--- config.mk ---
export PLATFORM = sky130hd
export DESIGN_NAME = seq_booth_multiplier
export DESIGN_NICKNAME = d
export VERILOG_FILES = /design/src/rtl/seq_booth_multiplier_pkg.sv /design/src/rtl/seq_booth_multiplier_booth_step.sv /design/src/rtl/seq_booth_multiplier.sv
export SDC_FILE = /design/constraint.sdc
export NUM_CORES = 1
export LEC_CHECK = 0
export CAP_MARGIN = 20
export CELL_PAD_IN_SITES_DETAIL_PLACEMENT = 0
export CELL_PAD_IN_SITES_GLOBAL_PLACEMENT = 1
export CORE_AREA = 3 3 153 155
export CTS_BUF_LIST = sky130_fd_sc_hd__clkbuf_4 sky130_fd_sc_hd__clkbuf_8
export DETAILED_ROUTE_END_ITERATION = 16
export DIE_AREA = 0 0 156 158
export PLACE_DENSITY = 0.88
export SLEW_MARGIN = 5
export SYNTH_ARGS = -nofsm -noshare
export SYNTH_HDL_FRONTEND = slang
export SYNTH_SLANG_ARGS = --single-unit
export TNS_END_PERCENT = 30
--- constraint.sdc ---
create_clock -name clk -period 6.3 [get_ports clk]
set_clock_uncertainty 0.05 [all_clocks]
set_input_delay 0.63 -clock clk [delete_from_list [all_inputs] [get_ports clk]]
set_output_delay 0.63 -clock clk [all_outputs]
set_load 0.05 [all_outputs]
--- src/rtl/seq_booth_multiplier_pkg.sv ---
// Shared definitions for the sequential radix-2 Booth multiplier.
//   MUL_WIDTH_DEFAULT : default operand width used by the datapath
//   mul_state_e       : control FSM state encoding
package seq_booth_multiplier_pkg;

    localparam int unsigned MUL_WIDTH_DEFAULT = 32;

    typedef enum logic [1:0] {
        MUL_IDLE = 2'd0,
        MUL_RUN  = 2'd1,
        MUL_DONE = 2'd2
    } mul_state_e;

endpackage

--- src/rtl/seq_booth_multiplier_booth_step.sv ---
// One combinational radix-2 Booth step: conditional add/subtract of the
// multiplicand into the accumulator, then arithmetic right shift of {A,Q,q_-1}.
//   a_i/a_o     : accumulator A (WIDTH+2 bits) before/after the step
//   q_i/q_o     : multiplier register Q (WIDTH+1 bits) before/after the step
//   qm1_i/qm1_o : Booth guard bit q_-1 before/after the step
//   m_i         : extended multiplicand M (WIDTH+1 bits)
module seq_booth_multiplier_booth_step #(
    parameter int unsigned WIDTH = 32
) (
    input  logic [WIDTH+1:0] a_i,
    input  logic [WIDTH:0]   q_i,
    input  logic             qm1_i,
    input  logic [WIDTH:0]   m_i,
    output logic [WIDTH+1:0] a_o,
    output logic [WIDTH:0]   q_o,
    output logic             qm1_o
);

    logic [WIDTH+1:0] m_ext;
    logic [WIDTH+1:0] a_sum;

    // Booth recode on {Q[0],q_-1}, then shift the whole {A,Q,q_-1} right by one
    always_comb begin
        m_ext = {m_i[WIDTH], m_i};
        a_sum = a_i;
        case ({q_i[0], qm1_i})
            2'b01:   a_sum = a_i + m_ext;
            2'b10:   a_sum = a_i - m_ext;
            default: a_sum = a_i;
        endcase
        a_o   = {a_sum[WIDTH+1], a_sum[WIDTH+1:1]};
        q_o   = {a_sum[0], q_i[WIDTH:1]};
        qm1_o = q_i[0];
    end

endmodule

--- src/rtl/seq_booth_multiplier.sv ---
// Multi-cycle radix-2 Booth multiplier, signed or unsigned, full-width product.
//   clk       : clock, rising edge
//   rst       : asynchronous active-high reset
//   start     : request, accepted only while not busy
//   is_signed : 1 = two's complement operands, 0 = unsigned (sampled with start)
//   a, b      : multiplicand / multiplier, sampled on the accepting edge
//   busy      : high while the operation is stepping
//   done      : one-cycle completion pulse
//   y         : 2*WIDTH-bit product, held until the next completion
module seq_booth_multiplier
    import seq_booth_multiplier_pkg::*;
#(
    parameter int unsigned WIDTH = MUL_WIDTH_DEFAULT
) (
    input  logic               clk,
    input  logic               rst,
    input  logic               start,
    input  logic               is_signed,
    input  logic [WIDTH-1:0]   a,
    input  logic [WIDTH-1:0]   b,
    output logic               busy,
    output logic               done,
    output logic [2*WIDTH-1:0] y
);

    localparam int unsigned CNT_W = $clog2(WIDTH + 1);

    mul_state_e         state_q, state_d;
    logic [CNT_W-1:0]   cnt_q, cnt_d;
    logic [WIDTH+1:0]   acc_q, acc_d;
    logic [WIDTH:0]     mlr_q, mlr_d;
    logic               qm1_q, qm1_d;
    logic [WIDTH:0]     mcand_q, mcand_d;
    logic [2*WIDTH-1:0] y_q, y_d;
    logic               busy_q, busy_d;
    logic               done_q, done_d;

    logic [WIDTH+1:0]   acc_step;
    logic [WIDTH:0]     mlr_step;
    logic               qm1_step;

    seq_booth_multiplier_booth_step #(
        .WIDTH (WIDTH)
    ) u_booth_step (
        .a_i   (acc_q),
        .q_i   (mlr_q),
        .qm1_i (qm1_q),
        .m_i   (mcand_q),
        .a_o   (acc_step),
        .q_o   (mlr_step),
        .qm1_o (qm1_step)
    );

    // Next-state, datapath and output decode
    always_comb begin
        state_d = state_q;
        cnt_d   = cnt_q;
        acc_d   = acc_q;
        mlr_d   = mlr_q;
        qm1_d   = qm1_q;
        mcand_d = mcand_q;
        y_d     = y_q;

        case (state_q)
            MUL_IDLE, MUL_DONE: begin
                if (start) begin
                    state_d = MUL_RUN;
                    cnt_d   = CNT_W'(WIDTH);
                    acc_d   = '0;
                    qm1_d   = 1'b0;
                    mcand_d = is_signed ? {a[WIDTH-1], a} : {1'b0, a};
                    mlr_d   = is_signed ? {b[WIDTH-1], b} : {1'b0, b};
                end else begin
                    state_d = MUL_IDLE;
                end
            end
            MUL_RUN: begin
                acc_d = acc_step;
                mlr_d = mlr_step;
                qm1_d = qm1_step;
                if (cnt_q == '0) begin
                    // Low 2*WIDTH bits of {A,Q} after the final shift
                    y_d     = {acc_step[WIDTH-2:0], mlr_step};
                    state_d = MUL_DONE;
                end else begin
                    cnt_d = cnt_q - CNT_W'(1);
                end
            end
            default: state_d = MUL_IDLE;
        endcase

        // Status flags registered from the next state so they track state_q exactly
        busy_d = (state_d == MUL_RUN);
        done_d = (state_d == MUL_DONE);
    end

    // State and datapath registers
    always_ff @(posedge clk or posedge rst) begin
        if (rst) begin
            state_q <= MUL_IDLE;
            cnt_q   <= '0;
            acc_q   <= '0;
            mlr_q   <= '0;
            qm1_q   <= 1'b0;
            mcand_q <= '0;
            y_q     <= '0;
            busy_q  <= 1'b0;
            done_q  <= 1'b0;
        end else begin
            state_q <= state_d;
            cnt_q   <= cnt_d;
            acc_q   <= acc_d;
            mlr_q   <= mlr_d;
            qm1_q   <= qm1_d;
            mcand_q <= mcand_d;
            y_q     <= y_d;
            busy_q  <= busy_d;
            done_q  <= done_d;
        end
    end

    assign busy = busy_q;
    assign done = done_q;
    assign y    = y_q;

endmodule

Word-level counts from Yosys, hierarchy flattened:

Index checks and enable logic that the tools add are counted.

* flip-flop bits (word level): 175
* latch bits: 0
* bits in writable memories: 0
* ROM bits: 0
* bits of input ports: 68
* output and inout bits: 66
* word-level logic and storage cells: 43
* memories kept: 0

* add/subtract/negate cells: 3
* $mul: 0
* divide/modulo/power cells: 0
* $lt $le $gt $ge: 0
* equality and inequality tests: 8
* shifts and indexed selects: 0
* mux-type cells: 15
* bitwise operators: 0
* reductions and logical operators: 8

Operators by type and width (count)
* one-hot mux 34 bit (2 select lines): 2
* 2-to-1 mux 33 bit: 3
* one-hot mux 33 bit (2 select lines): 1
* adder 34 bit: 1
* 2-to-1 mux 34 bit: 1
* subtractor 34 bit: 1
* 2-to-1 mux 6 bit: 2
* one-hot mux 6 bit (2 select lines): 1
* equality test 2 x 1 -> 1 bit (second input constant): 3
* equality test 2 bit (second input constant): 3
* logical NOT 6 bit: 1
* AND reduction 2 bit: 3
* subtractor 6 x 1 -> 6 bit (second input constant): 1
* inequality test 2 bit (second input constant): 2
* one-hot mux 2 bit (2 select lines): 1
* AND reduction 3 bit: 1
* logical NOT 2 bit: 1
* 2-to-1 mux 1 bit: 2
* 2-to-1 mux 2 bit: 1
* one-hot mux 1 bit (2 select lines): 1
* nonzero test 2 bit: 1
* OR reduction 2 bit: 1

Depth between registers and ports, before layout:

Gate-level depths: netlist (run 1).

* depth after elaboration: 4
* mapped depth: 17
* mapped depth without buffers: 16

Cells and area by module:

A second synthesis (run 1) with hierarchy kept.

* cell total of the unflattened synthesis: 1063
* area, all modules: 10029.6 µm²

Modules (own cells, without submodules)
* seq_booth_multiplier: instances 1, cells each 577, area an instance 6814.0 µm², sequential area each 4379.2 µm²
* seq_booth_multiplier_booth_step: instances 1, cells each 486, area an instance 3215.6 µm², sequential area each 0.0 µm²

Worst setup path after synthesis (run 1):

No wires, ideal clock.

* path type: flip-flop to flip-flop
* start: register mcand_q[10]
* end: register y_q[63], in the netlist y[63]
* setup time: 0.125 ns
* arrival time: 3.757 ns
* required time: 6.125 ns
* path slack: 2.369 ns
* stages on the path, launching flop included: 15
* path buffers: 0
* clock period less this slack: 3.931 ns
* cell sequence: dfrtp_1 -> or4_4 -> nor3_2 -> nand3b_1 -> nor4_1 -> a21oi_1 -> xnor2_1 -> ha_1 -> a21o_1 -> a21oi_1 -> nand2_1 -> o31ai_1 -> mux2i_1 -> o211ai_1 -> mux2_2

* word-level cells in the longest chain between the ends: 2
* elaborated cells between the ends (all ways): 3
* those cells by class: 2 x add/sub; 1 x mux

RTL lines
* start, declared: line seq_booth_multiplier.sv:33 `logic [WIDTH:0] mcand_q, mcand_d;`
* start signal, assigned: line seq_booth_multiplier.sv:115 `mcand_q <= mcand_d;`
* subtractor 34 bit or adder 34 bit (tied branches): line seq_booth_multiplier_booth_step.sv:28, seq_booth_multiplier_booth_step.sv:27
* one-hot mux 34 bit (2 select lines) (*): line seq_booth_multiplier_booth_step.sv:26 `case ({q_i[0], qm1_i})`
* end signal, assigned: line seq_booth_multiplier.sv:116 `y_q <= y_d;`
* end, declared: line seq_booth_multiplier.sv:34 `logic [2*WIDTH-1:0] y_q, y_d;`

Every way passes the cells marked *; elsewhere a longest branch is shown, timed or not.
A chain may end at the register's enable or synchronous reset.

Worst setup path in the final report (run 1):

Same ends and word-level chain as after synthesis.

==> results of run 1 <==
## critical path: cells and delay by family, from the launching register on
kind	cells	cell delay, ns
and+or+nand+nor	5	1.71
AOI/OAI and AO/OA	5	1.10
muxes	2	0.53
DFF	1	0.45
adders and majority gates	1	0.37
xor gates and xnor gates	1	0.17
## logic make-up after synthesis
logic type	after synthesis	share of synthesized area, %
compound gates	246	16.0
simple gates	504	22.2
xor+xnor	65	6.03
mux	12	1.33
fa+ha+maj	37	4.99
buf+inv	81	3.30
flops	174	46.1
## how the worst max path moves through the flow
stage                      from        to  cells past startpoint
finish              mcand_q[10]     y[63]                     14
global route        mcand_q[10]     y[63]                     14
CTS                 mcand_q[10]     y[63]                     14
detailed placement  mcand_q[10]     y[63]                     14
global placement    mcand_q[10]     y[63]                     14
floorplan                   rst  acc_q[0]                      1
## layout make-up
type	count	area, um^2	area share [%]
repair buffers	143	1430	12.5
multi-input cells	864	4790	41.9
flip-flops and latches	174	4350	38.1
clock inverters	14	165	1.45
well taps	280	350	3.07
inverters	21	83.8	0.734
clock buffers	18	248	2.17
## metal layers
| layer | up-vias | global-route usage, % |
|---|---|---|
| met3 | 22 | 2.76 |
| met5 | - | 0 |
| met4 | 0 | 5.17 |
| met2 | 233 | 29.9 |
| li1 | 4007 | - |
| met1 | 3694 | 29.5 |
## cells in the final DEF (no fill, tap or decap), types with 5 or more instances in the layout
| cell | synthesis | routed |
|---|---|---|
| mux2i_1 | 8 | 8 |
| a31oi_1 | 42 | 42 |
| nand4_1 | 6 | 6 |
| buf_4 | 0 | 9 |
| inv_1 | 20 | 19 |
| nor2_1 | 82 | 82 |
| o21bai_1 | 5 | 5 |
| ha_1 | 36 | 35 |
| xor2_1 | 17 | 17 |
| clkbuf_8 | 0 | 18 |
| a22o_1 | 12 | 12 |
| a21oi_1 | 67 | 67 |
| and2_1 | 6 | 6 |
| nand3_1 | 18 | 18 |
| a211oi_1 | 7 | 7 |
| a21o_1 | 14 | 14 |
| nand2_1 | 344 | 344 |
| dfrtp_1 | 174 | 174 |
| and3_1 | 6 | 6 |
| o21ai_1 | 18 | 18 |
| o21ai_0 | 51 | 51 |
| nor3_1 | 17 | 17 |
| xnor2_1 | 48 | 48 |
| inv_6 | 0 | 7 |
| clkdlybuf4s50_1 | 0 | 133 |
## registers in the layout, indices dropped and copies added, names as in the netlist
name	flops
acc_q	33
state_q	2
mcand_q	33
busy	1
mlr_q	33
qm1_q	1
cnt_q	6
done	1
y	64
## per-stage QoR
step	utilization [%]	instance area (um^2)	cells
finish	52.0	11400	1514
global route	52.0	11400	1514
detailed placement	50.0	11000	1481
global placement	50.0	11000	1481
CTS	51.9	11400	1513
floorplan	-	9440	1119
==> metrics.txt, run 1 <==
outcome finished clean; Period Utilization, post-route 71.1%; Post-CTS Hold Buffers 0; DIE AREA around 25000 um^2; Top FF cell, synth dfrtp_1; Max-slew headroom 44.4%; Top-Level Pins 134; WHS about 0.43 ns; gr usage total 19.6%; setup_tns 0 ns; Die Wd 156 um; largest stage delay on the critical path 0.57 ns; Max-cap violations 0; synth top area cells dfrtp_1 46%, nand2_1 14%, ha_1 4.8%, xnor2_1 4.5%, a21oi_1 3.6%; CTS Buf Count 17; # setup viols final 0; largest net degree at the start of global routing 95; unrepaired setup endpoints after global routing no; Post-synth ARST share 100%; first-pass GRT wire length 39.1 mm; Synth Area per Inst 8.43 um^2; Max Used Layer met4; vias in the first global route 7587; Data required, critical path 6.62 ns; post-synth net total 1224; sink of the worst hold path y[5]; cell mode on critical path a21oi_1; routed wl met3 1.27 mm; crit path cell chain or4_4, nor3_2, nand3b_1, nor4_1, a21oi_1, xnor2_1, ha_1, a21o_1, a21oi_1, nand2_1, o31ai_1, mux2i_1, o211ai_1, mux2_2; Core Rows 54; top-area cell type share of the netlist area between 40% and 50%; final net count 1326; Core Area roughly 22000 um^2; clock latency on the worst-skew pair between 0.4 and 0.5 ns; initial DRC count around 480; post-synthesis sequential area ratio between 40% and 50%; CP endpoint kind register; worst slew pin tran roughly 0.83 ns; DRT Wirelength about 24 mm; filler instances 2068; ANT cells 0; clk sinks 174; Post-synth EDFFs 0; Pre-Repair DR Iteration Count 5; CTS HTree Levels 4; synthesized area 9440 um^2; hold depth 2; share of cells above drive strength 1 5.02%; Hold WC Path Type reg -> reg; number of routed nets with antenna violations 0; via count about 8000; crit-path max FO 6; Place WS around 1.9 ns; synth unique cells 57; Area Overhead vs Synth 20.9%; fin. max-slew vios 0; DRC 0; hpwl dp about 17 mm; # resized after CTS 0; Starting Density 43.0%; crit path launch type register; Die Ht 158 um; FF+latch count, synth 174; CP arrival 4.80 ns; min-delay src y[5]; # Post-CTS Setup Buffers 0; cell count after synthesis roughly 1100; Root Driver clkbuf_8; FF-to-FF End y[63]; gp weighted congestion 0.866; Metal-1 WL between 10 and 15 mm; Max clock buf depth 2; origin of the critical flop-to-flop path mcand_q[10]; Setup CP Type reg -> reg; grt ovf 0; most common cell in the netlist nand2_1; commonest cells in the netlist 344 x nand2_1, 174 x dfrtp_1, 82 x nor2_1; biggest area consumer among synthesized cells dfrtp_1; CTS tree done; DR WL/cell 15.6 um; Vias/cell 5.25; Max Fclk 0.223 GHz; initial antenna violation count 0; clock-pin slew on the worst setup and hold paths 0.10 ns; FF-to-FF setup slack between 1.5 and 2 ns; final hold vios 0; Yosys warnings 0; final setup margin between 1.5 and 2 ns; reg2reg path depth 14; Final Critical Period ~4.5 ns; met2 WL between 10 and 15 mm; Worst path slowest cell or4_4; IO buf count roughly 130
Power of run 1 is not shown: default switching activity piles up to over one toggle a cycle in this logic, so the estimate is an artifact.
==> run 2, diff against run 1 <==
Settings changed: CORE_AREA 3 3 153 155 to 3 3 160 162, DIE_AREA 0 0 156 158 to 0 0 163 165, PLACE_DENSITY 0.88 to 0.85.
Clock period 6.3 ns to 3.99 ns, I/O delays scaled along.
==> metrics.txt, run 2 (synthesis results as in run 1) <==
Top-Level Pins 134; grt ovf 0; Core Area 24200 um^2; Final Instance Count excl. Fillers 1634; unrepaired setup endpoints after global routing yes; vias in the first global route 7722; gp weighted congestion 0.891; Pre-Repair DR Iteration Count 5; via count about 8300; post-layout util approximately half; filler instances 2326; CTS Buf Count 17; initial DRC count 564; Final Critical Period 4.01 ns; share of cells above drive strength 1 13.2%; outcome complete, but fails checks; # setup viols final 3; Vias/cell 5.10; Die Ht about 170 um; Place WS -0.0662 ns; Post-CTS Hold Buffers 0; register area about 4400 um^2; final hold vios 0; DR WL/cell 15.3 um; DRT Wirelength 25.0 mm; Max clock buf depth 2; DRC 0; most common cell after layout, fill and taps aside nand2_1; final net count between 1000 and 1500; Starting Density 38.9%; CTS HTree Levels 4; Period Utilization, post-route 101%; number of routed nets with antenna violations 0; worst slew pin tran 0.801 ns; CP endpoint kind register; max FFs per register between 60 and 70; area of the multi-input gates 4960 um^2; gr usage total 18.4%; CTS tree done; Root Driver clkbuf_8; placed insts about 1600; ANT cells 0; Max-slew headroom 46.5%; hpwl dp approximately 18 mm; CP arrival about 4.3 ns; clock-pin slew on the worst setup and hold paths about 0.10 ns; first-pass GRT wire length 39.9 mm; final setup margin -0.0214 ns; largest net degree at the start of global routing between 80 and 90; fin. max-slew vios 0; Die Wd 163 um; clock latency on the worst-skew pair between 0.4 and 0.5 ns; Area Overhead vs Synth 29.3%; Max Fclk 0.249 GHz; Hold WC Path Type in -> async; crit path launch type register; Data required, critical path 4.30 ns; IO buf count 133; Setup CP Type reg -> reg; clk sinks 174; DIE AREA 26900 um^2; initial antenna violation count 0; Max-cap violations 0; violated checks setup timing; commonest cells after routing, fill and taps aside 341 x nand2_1, 174 x dfrtp_1, 133 x clkdlybuf4s50_1; crit-path max FO 6; Core Rows 57
==> run 2: final timing paths <==
path	slack (ns)	end	depth (start not counted)	start
worst max-delay path	-0.02	y[61]	16	mcand_q[5]
worst min-delay path	0.34	y[34]	2	rst
worst max register to register	-0.02	y[61]	16	mcand_q[5]
worst min register to register	0.43	y[49]	2	y[49]
max in group asynchronous	2.60	mcand_q[14]	3	rst
min in group clk	0.38	mcand_q[18]	3	a[18]
==> run 2: through the flow <==
step,hold slack (ns),TNS [ns],cell area [um^2]
floorplan,0.411,0,9440
global placement,0.403,-0.346,11500
detailed placement,0.411,-0.262,11500
CTS,0.350,-0.0653,12000
global route,0.364,-2.67,12200
finish,0.342,-0.0380,12200
==> run 2: area by class of cell <==
| type | instances | share of cell area (%) |
|---|---|---|
| multi-input cells | 864 | 40.7 |
| flip-flops and latches | 174 | 35.7 |
| repair buffers | 219 | 16.4 |
| well taps | 324 | 3.32 |
| clock buffers | 17 | 1.92 |
| clock inverters | 15 | 1.35 |
| inverters | 21 | 0.677 |
==> run 2: repair_timing <==
action / CTS / global route
gates resized for setup: 7 / 45
setup endpoints to repair: 7 / 32
buffers inserted: 1 / 8
pin swaps: 6 / 16
==> run 2: metal layers <==
layer / routed length, um / track usage (%) / vias up / share of wire [%]
met1: 12700 / 27.7 / 3948 / 51
met4: 284 / 4.27 / 0 / 1.1
li1: - / - / 4153 / -
met2: 10800 / 27.4 / 203 / 43
met3: 1220 / 3.46 / 23 / 4.9
met5: 0 / 0 / - / 0
==> run 2: worst max-delay path, cell delays in order (launching register included) <==
cell	delay, ns
dfrtp_1	0.39
or4_4	0.56
nor4b_4	0.31
and2_4	0.24
a21oi_1	0.08
xnor2_1	0.14
ha_1	0.35
and3_1	0.18
and2_1	0.12
a221oi_1	0.07
buf_4	0.15
a21o_1	0.18
o21a_1	0.20
o21a_1	0.22
o41ai_2	0.37
xnor2_1	0.20
o21ai_1	0.09
Power of run 2 is left out for the same reason.
